$ cat src/rtl/ir_pkg.sv
// ir_pkg: shared constants for the NEC IR decoder (state codes, counter width, default timing in us).
package ir_pkg;
  localparam int CNT_W = 14;
  localparam logic ACTIVE_LVL_DEF = 1'b0;
  localparam logic [CNT_W-1:0] LEAD_M_MIN_DEF = 14'd8000;
  localparam logic [CNT_W-1:0] LEAD_M_MAX_DEF = 14'd10000;
  localparam logic [CNT_W-1:0] LEAD_S_MIN_DEF = 14'd4000;
  localparam logic [CNT_W-1:0] LEAD_S_MAX_DEF = 14'd5000;
  localparam logic [CNT_W-1:0] REP_S_MIN_DEF  = 14'd1800;
  localparam logic [CNT_W-1:0] REP_S_MAX_DEF  = 14'd2700;
  localparam logic [CNT_W-1:0] BIT_M_MIN_DEF  = 14'd300;
  localparam logic [CNT_W-1:0] BIT_M_MAX_DEF  = 14'd900;
  localparam logic [CNT_W-1:0] ZERO_MAX_DEF   = 14'd900;
  localparam logic [CNT_W-1:0] ONE_MIN_DEF    = 14'd1300;
  localparam logic [CNT_W-1:0] ONE_MAX_DEF    = 14'd2000;
  localparam logic [CNT_W-1:0] TIMEOUT_DEF    = 14'd12000;
  localparam logic [2:0] S_IDLE   = 3'd0;
  localparam logic [2:0] S_LEAD_M = 3'd1;
  localparam logic [2:0] S_LEAD_S = 3'd2;
  localparam logic [2:0] S_BIT_M  = 3'd3;
  localparam logic [2:0] S_BIT_S  = 3'd4;
  localparam logic [2:0] S_CHECK  = 3'd5;
  localparam logic [2:0] S_REP_M  = 3'd6;
  function automatic logic in_win(input logic [CNT_W-1:0] c, input logic [CNT_W-1:0] lo, input logic [CNT_W-1:0] hi);
    return c >= lo && c <= hi;
  endfunction
endpackage

$ cat src/rtl/ir_nec_decoder_if.sv
// ir_nec_decoder_if: receiver level in, decoded frame and strobes out.
interface ir_nec_decoder_if;
  logic in;
  logic [15:0] addr;
  logic [7:0] cmd;
  logic valid;
  logic rpt;
  logic err;
  modport master (output in, input addr, input cmd, input valid, input rpt, input err);
  modport slave (input in, output addr, output cmd, output valid, output rpt, output err);
endinterface

$ cat src/rtl/ir_pulse_timer.sv
// ir_pulse_timer: edge detection on the IR level and a saturating width counter cleared on every edge.
module ir_pulse_timer
  import ir_pkg::*;
#(
  parameter logic ACTIVE_LVL = ACTIVE_LVL_DEF
) (
  input  logic             clkus,
  input  logic             rstn,
  input  logic             in_lvl,
  output logic             mark_start,
  output logic             mark_end,
  output logic [CNT_W-1:0] cnt
);
  logic prev_q, prev_d, edge_w;
  logic [CNT_W-1:0] cnt_q, cnt_d;
  always_comb begin
    edge_w = in_lvl != prev_q;
    prev_d = in_lvl;
    cnt_d = edge_w ? '0 : (&cnt_q ? cnt_q : cnt_q + 1'b1);
    mark_start = edge_w && in_lvl == ACTIVE_LVL;
    mark_end = edge_w && in_lvl != ACTIVE_LVL;
  end
  always_ff @(posedge clkus or negedge rstn)
    if (!rstn) begin
      prev_q <= ~ACTIVE_LVL;
      cnt_q <= '0;
    end else begin
      prev_q <= prev_d;
      cnt_q <= cnt_d;
    end
  assign cnt = cnt_q;
endmodule

$ cat src/rtl/ir_nec_decoder.sv
// ir_nec_decoder: NEC IR frame decoder producing addr/cmd and valid/rpt/err strobes.
// Define NEC_REPEAT_EN to recognise the repeat code; otherwise a repeat-length space is an error.
module ir_nec_decoder
  import ir_pkg::*;
#(
  parameter logic ACTIVE_LVL = ACTIVE_LVL_DEF,
  parameter logic [CNT_W-1:0] LEAD_M_MIN = LEAD_M_MIN_DEF,
  parameter logic [CNT_W-1:0] LEAD_M_MAX = LEAD_M_MAX_DEF,
  parameter logic [CNT_W-1:0] LEAD_S_MIN = LEAD_S_MIN_DEF,
  parameter logic [CNT_W-1:0] LEAD_S_MAX = LEAD_S_MAX_DEF,
`ifdef NEC_REPEAT_EN
  parameter logic [CNT_W-1:0] REP_S_MIN = REP_S_MIN_DEF,
  parameter logic [CNT_W-1:0] REP_S_MAX = REP_S_MAX_DEF,
`endif
  parameter logic [CNT_W-1:0] BIT_M_MIN = BIT_M_MIN_DEF,
  parameter logic [CNT_W-1:0] BIT_M_MAX = BIT_M_MAX_DEF,
  parameter logic [CNT_W-1:0] ZERO_MAX = ZERO_MAX_DEF,
  parameter logic [CNT_W-1:0] ONE_MIN = ONE_MIN_DEF,
  parameter logic [CNT_W-1:0] ONE_MAX = ONE_MAX_DEF,
  parameter logic [CNT_W-1:0] TIMEOUT = TIMEOUT_DEF
) (
  input logic clkus,
  input logic rstn,
  ir_nec_decoder_if.slave bus
);
  logic mark_start, mark_end, rep_win, zero_w, one_w;
  logic [CNT_W-1:0] cnt;
  logic [2:0] state_q, state_d;
  logic [31:0] shift_q, shift_d;
  logic [4:0] bitcnt_q, bitcnt_d;
  logic [15:0] addr_q, addr_d;
  logic [7:0] cmd_q, cmd_d;
  logic valid_q, valid_d, rpt_q, rpt_d, err_q, err_d;
  ir_pulse_timer #(.ACTIVE_LVL(ACTIVE_LVL)) u_timer (
    .clkus      (clkus),
    .rstn       (rstn),
    .in_lvl     (bus.in),
    .mark_start (mark_start),
    .mark_end   (mark_end),
    .cnt        (cnt)
  );
`ifdef NEC_REPEAT_EN
  assign rep_win = in_win(cnt, REP_S_MIN, REP_S_MAX);
`else
  assign rep_win = 1'b0;
`endif
  always_comb begin
    state_d = state_q;
    shift_d = shift_q;
    bitcnt_d = bitcnt_q;
    addr_d = addr_q;
    cmd_d = cmd_q;
    valid_d = 1'b0;
    rpt_d = 1'b0;
    err_d = 1'b0;
    zero_w = in_win(cnt, BIT_M_MIN, ZERO_MAX);
    one_w = in_win(cnt, ONE_MIN, ONE_MAX);
    case (state_q)
      S_IDLE: state_d = mark_start ? S_LEAD_M : S_IDLE;
      S_LEAD_M: if (mark_end) begin
        state_d = S_LEAD_S;
        err_d = !in_win(cnt, LEAD_M_MIN, LEAD_M_MAX);
      end
      S_LEAD_S: if (mark_start) begin
        bitcnt_d = 5'd0;
        state_d = in_win(cnt, LEAD_S_MIN, LEAD_S_MAX) ? S_BIT_M : S_REP_M;
        err_d = !in_win(cnt, LEAD_S_MIN, LEAD_S_MAX) && !rep_win;
      end
      S_BIT_M: if (mark_end) begin
        state_d = S_BIT_S;
        err_d = !in_win(cnt, BIT_M_MIN, BIT_M_MAX);
      end
      S_BIT_S: if (mark_start) begin
        shift_d = {one_w, shift_q[31:1]};
        bitcnt_d = bitcnt_q + 5'd1;
        state_d = &bitcnt_q ? S_CHECK : S_BIT_M;
        err_d = !zero_w && !one_w;
      end
      S_CHECK: begin
        state_d = S_IDLE;
        valid_d = shift_q[23:16] == ~shift_q[31:24];
        err_d = !valid_d;
        addr_d = valid_d ? shift_q[15:0] : addr_q;
        cmd_d = valid_d ? shift_q[23:16] : cmd_q;
      end
`ifdef NEC_REPEAT_EN
      S_REP_M: if (mark_end) begin
        state_d = S_IDLE;
        rpt_d = in_win(cnt, BIT_M_MIN, BIT_M_MAX);
        err_d = !rpt_d;
      end
`endif
      default: state_d = S_IDLE;
    endcase
    // A stalled line aborts any frame in progress; CHECK lasts one cycle so it never times out.
    if (state_q != S_IDLE && state_q != S_CHECK && cnt == TIMEOUT) err_d = 1'b1;
    if (err_d) state_d = S_IDLE;
  end
  always_ff @(posedge clkus or negedge rstn)
    if (!rstn) begin
      state_q <= S_IDLE;
      shift_q <= '0;
      bitcnt_q <= '0;
      addr_q <= '0;
      cmd_q <= '0;
      valid_q <= 1'b0;
      rpt_q <= 1'b0;
      err_q <= 1'b0;
    end else begin
      state_q <= state_d;
      shift_q <= shift_d;
      bitcnt_q <= bitcnt_d;
      addr_q <= addr_d;
      cmd_q <= cmd_d;
      valid_q <= valid_d;
      rpt_q <= rpt_d;
      err_q <= err_d;
    end
  assign bus.addr = addr_q;
  assign bus.cmd = cmd_q;
  assign bus.valid = valid_q;
  assign bus.rpt = rpt_q;
  assign bus.err = err_q;
endmodule

$ cat src/flat_wrapper.sv
// flat-port wrapper written by rule: the top's interface ports become plain ports
module ir_nec_decoder_flat import ir_pkg::*;
#(
  parameter logic ACTIVE_LVL = ACTIVE_LVL_DEF,
  parameter logic [CNT_W-1:0] LEAD_M_MIN = LEAD_M_MIN_DEF,
  parameter logic [CNT_W-1:0] LEAD_M_MAX = LEAD_M_MAX_DEF,
  parameter logic [CNT_W-1:0] LEAD_S_MIN = LEAD_S_MIN_DEF,
  parameter logic [CNT_W-1:0] LEAD_S_MAX = LEAD_S_MAX_DEF,

  parameter logic [CNT_W-1:0] BIT_M_MIN = BIT_M_MIN_DEF,
  parameter logic [CNT_W-1:0] BIT_M_MAX = BIT_M_MAX_DEF,
  parameter logic [CNT_W-1:0] ZERO_MAX = ZERO_MAX_DEF,
  parameter logic [CNT_W-1:0] ONE_MIN = ONE_MIN_DEF,
  parameter logic [CNT_W-1:0] ONE_MAX = ONE_MAX_DEF,
  parameter logic [CNT_W-1:0] TIMEOUT = TIMEOUT_DEF
)
  (clkus, rstn, bus_in, bus_addr, bus_cmd, bus_valid, bus_rpt, bus_err);
  ir_nec_decoder_if bus_i ();
  input logic clkus;
  input logic rstn;
  input wire logic [$bits(bus_i.in)-1:0] bus_in;
  output wire logic [$bits(bus_i.addr)-1:0] bus_addr;
  output wire logic [$bits(bus_i.cmd)-1:0] bus_cmd;
  output wire logic [$bits(bus_i.valid)-1:0] bus_valid;
  output wire logic [$bits(bus_i.rpt)-1:0] bus_rpt;
  output wire logic [$bits(bus_i.err)-1:0] bus_err;
  assign bus_i.in = bus_in;
  assign bus_addr = bus_i.addr;
  assign bus_cmd = bus_i.cmd;
  assign bus_valid = bus_i.valid;
  assign bus_rpt = bus_i.rpt;
  assign bus_err = bus_i.err;
  ir_nec_decoder #(.ACTIVE_LVL(ACTIVE_LVL), .LEAD_M_MIN(LEAD_M_MIN), .LEAD_M_MAX(LEAD_M_MAX), .LEAD_S_MIN(LEAD_S_MIN), .LEAD_S_MAX(LEAD_S_MAX), .BIT_M_MIN(BIT_M_MIN), .BIT_M_MAX(BIT_M_MAX), .ZERO_MAX(ZERO_MAX), .ONE_MIN(ONE_MIN), .ONE_MAX(ONE_MAX), .TIMEOUT(TIMEOUT)) u_core (.clkus(clkus), .rstn(rstn), .bus(bus_i));
endmodule
$ cat config.mk
export PLATFORM = sky130hd
export DESIGN_NAME = ir_nec_decoder_flat
export DESIGN_NICKNAME = d
export VERILOG_FILES = /design/src/rtl/ir_pkg.sv /design/src/rtl/ir_nec_decoder_if.sv /design/src/rtl/ir_pulse_timer.sv /design/src/rtl/ir_nec_decoder.sv /design/src/flat_wrapper.sv
export SDC_FILE = /design/constraint.sdc
export NUM_CORES = 1
export LEC_CHECK = 0
export CAP_MARGIN = 20
export CORE_MARGIN = 2
export CORE_UTILIZATION = 40
export DETAILED_ROUTE_END_ITERATION = 8
export DONT_BUFFER_PORTS = 1
export GPL_ROUTABILITY_DRIVEN = 1
export GPL_TIMING_DRIVEN = 0
export HOLD_SLACK_MARGIN = 0.05
export SKIP_LAST_GASP = 1
export SLEW_MARGIN = 10
export SYNTH_ARGS = -nofsm -noshare
export SYNTH_HDL_FRONTEND = slang
export SYNTH_SLANG_ARGS = --single-unit
export TNS_END_PERCENT = 5
$ cat constraint.sdc
create_clock -name clkus -period 2.1 [get_ports clkus]
set_input_delay 0.105 -clock clkus [delete_from_list [all_inputs] [get_ports clkus]]
set_output_delay 0.105 -clock clkus [all_outputs]
set_load 0.05 [all_outputs]
==> flow_summary.toml <==
[sta]
max_freq_ghz = 0.444
setup_viol = 25
hold-worst-slack_ns = 0.153
slew_viol_final = 0
fin_skew_ns = 0.0124
worst_slack_ns = -0.153
rsz0062_at_grt = "yes"
fin_crit_ns = 2.25
finalHoldViolations = 0
period_share = 1.07

[critical_path]
endpoint = "u_core.state_q[1]$_DFFE_PN0P_"
max_stage_delay_ns = 0.40
reg2reg_from = "u_core.u_timer.cnt[1]$_DFFE_PN0P_"
rrSetupSlack_ns = -0.15
cp-startpoint = "u_core.u_timer.cnt[1]$_DFFE_PN0P_"
crit_family = "compound AO/OA/AOI/OAI gates"
startpoint_type = "register"
critPathBufInv = 2
crit_fanout = 3
crit_path_end_kind = "register"
r2r-end = "u_core.state_q[1]$_DFFE_PN0P_"
crit_type = "reg2reg"
cp.arrival_ns = 2.52
cp.depth = 8
worstRegToRegCells = 8
cpMaxStageDelayCell = "dfrtp_1"
path_cells = "inv_2 -> ha_4 -> or3b_4 -> a2111oi_4 -> o32ai_2 -> a221o_1 -> buf_6 -> nor4_4"
cp.required_ns = 2.36

[place]
globalplace.congestion = 0.819
place_hpwl_um = 4970
port_buffers = 0
dp.cells = 469

[flow_run]
drv_cap = 0

[global_route]
grt_pass1_vias = 2669
grt_first_pass_wirelength_um = 12700
grt_max_degree = 82
overflow = 0
grt_use_total = 0.153
antenna_found_initial = 0

[yosys]
syn_area_um2 = 3920
ys_async_sr_fraction = 1.00
syn_nets = 345
netlist_instances = 336
synth_edf_count = 0
synth.avg_cell_area_um2 = 11.7
ys_warn_count = 0
yosysUniqueCellTypes = 58
synth_flop_cell = "dfrtp_1"
synth_seq_area_share = 0.517
synth-seq-cells = 81

[die]
die-area_um2 = 10600
die_w_um = 103
start_util = 0.407
die_height_um = 103
ios = 30
core_area_um2 = 9640
num_rows = 36

[min_path]
min_path_type = "in2reg"

[routing]
vias = 2603
finalWirelength_um = 7550
post_drt_wl_per_cell_um = 15.5
ant_nets = 0
first_pass_iters = 4
vias_per_cell = 5.33
first_iter_violations = 122
drc = 0

[layout]
antenna_cells = 0
nFillCells = 905
layout-drive-gt1-share = 0.231
layout_commonest_cell = "dfrtp_1"
layout_common_cells = "79 x dfrtp_1, 32 x mux2_2, 24 x mux2_1"
finalNetCount = 359
syn_to_final_growth_pct = 15.2
regArea_um2 = 2030
final_cells = 488
multiInputGateArea_um2 = 1870

[cts]
cts_root_buf = "clkbuf_8"
insertion_delay_ns = 0.35
cts.sinks = 81
cts_inserted_buffers = 9
cts_max_level = 3
cts_tree = "yes"
clk_pin_slew_ns = 0.09
clockBufferDepth = 2

[status]
violations = "setup timing"
status = "finished, violations left"

[pwr]
p_per_area_nw_per_um2 = 789
p_leak_nw = 2.06
p_total_w = 0.00356
ir_drop_uv = 462
## timing repair
action	4_1_cts	5_1_grt
endpoints found under the setup margin	55	59
resized for setup	11	15
endpoints found under the hold margin	82	0
hold buffers	3	0
pin swaps	5	4
setup buffers	3	1
## how the worst min path moves through the flow
stage,startpoint,endpoint,slack [ns],depth (start not counted)
3_5_place_dp,rstn,u_core.bus.cmd[3]$_DFFE_PN0P_,-0.19,0
3_3_place_gp,rstn,u_core.bus.cmd[3]$_DFFE_PN0P_,-0.19,0
4_1_cts,bus_in,u_core.u_timer.cnt[13]$_DFFE_PN0P_,0.16,3
2_1_floorplan,rstn,u_core.bitcnt_q[0]$_DFFE_PN0P_,-0.19,0
6_report,bus_in,u_core.u_timer.cnt[13]$_DFFE_PN0P_,0.15,3
5_1_grt,bus_in,u_core.u_timer.cnt[13]$_DFFE_PN0P_,0.17,3
## logic make-up after synthesis
family | Yosys count | synth area share
adders and majority gates | 6 | 0.0191
DFF | 81 | 0.517
AOI/OAI and AO/OA | 42 | 0.0823
buffers and inverters | 33 | 0.0367
other | 1 | 0.000956
muxes | 57 | 0.163
xor gates and xnor gates | 20 | 0.0447
and+or+nand+nor | 96 | 0.136
## area by class of cell
type	instances	area share
inverter	9	0.00748
tap	133	0.0368
buffer	20	0.0227
clock inverter	7	0.0247
multi-input combinational	222	0.414
clock buffer	9	0.0274
sequential	81	0.449
timing repair buffer	7	0.0180
## worst register-to-register path: stages (launching register included)
cell,delay (ns)
dfrtp_1,0.40
inv_2,0.07
ha_4,0.14
or3b_4,0.40
a2111oi_4,0.30
o32ai_2,0.15
a221o_1,0.31
buf_6,0.15
nor4_4,0.24
## registers in the layout (all words and copies together), names as in the netlist
name and flops:
u_core.u_timer.prev_q 1, u_core.bitcnt_q 5, u_core.shift_q 32, u_core.bus.valid 1, u_core.bus.err 1, u_core.u_timer.cnt 14, u_core.bus.addr 16, u_core.state_q 3
u_core.bus.cmd 8
## power by group
group | total [W] | internal [W] | switching [W]
Sequential | 0.00170 | 0.00162 | 0.0000815
Combinational | 0.000550 | 0.000230 | 0.000320
Clock | 0.00131 | 0.000692 | 0.000618
## cell usage after synthesis (6+ instances only)
library cell / number / area [µm²]
clkbuf_1: 16 / 60.1
mux2_2: 32 / 360
nor2_1: 15 / 56.3
nand4_1: 6 / 37.5
inv_1: 9 / 33.8
nand3_1: 11 / 55.1
nor3_1: 11 / 55.1
o21ai_0: 8 / 40.0
nor4_1: 9 / 56.3
nand2_1: 15 / 56.3
ha_1: 6 / 75.1
a21oi_1: 6 / 30.0
dfrtp_1: 80 / 2000
and3_1: 6 / 37.5
mux2_1: 24 / 270
xnor2_1: 15 / 131
## per-layer routing
layer | vias up | part of all wire | GRT usage
li1 | 1240 | - | -
met1 | 1295 | 0.46 | 0.210
met2 | 52 | 0.48 | 0.238
met3 | 16 | 0.040 | 0.0400
met4 | 0 | 0.018 | 0.0476
met5 | - | 0 | 0
## per-stage QoR
| step | instance area (µm²) | setup TNS, ns | utilization | setup WS (ns) |
|---|---|---|---|---|
| final | 4520 | -0.924 | 0.469 | -0.153 |
| after global routing | 4520 | -7.70 | 0.469 | -0.284 |
| after CTS | 4440 | -2.78 | 0.460 | -0.180 |
| after detailed placement | 4090 | -8.74 | 0.424 | -0.245 |
| after global placement | 4090 | -7.06 | 0.424 | -0.251 |
| after floorplan | 3930 | -0.0529 | - | -0.0529 |
Power figures use the tool's default switching activity.
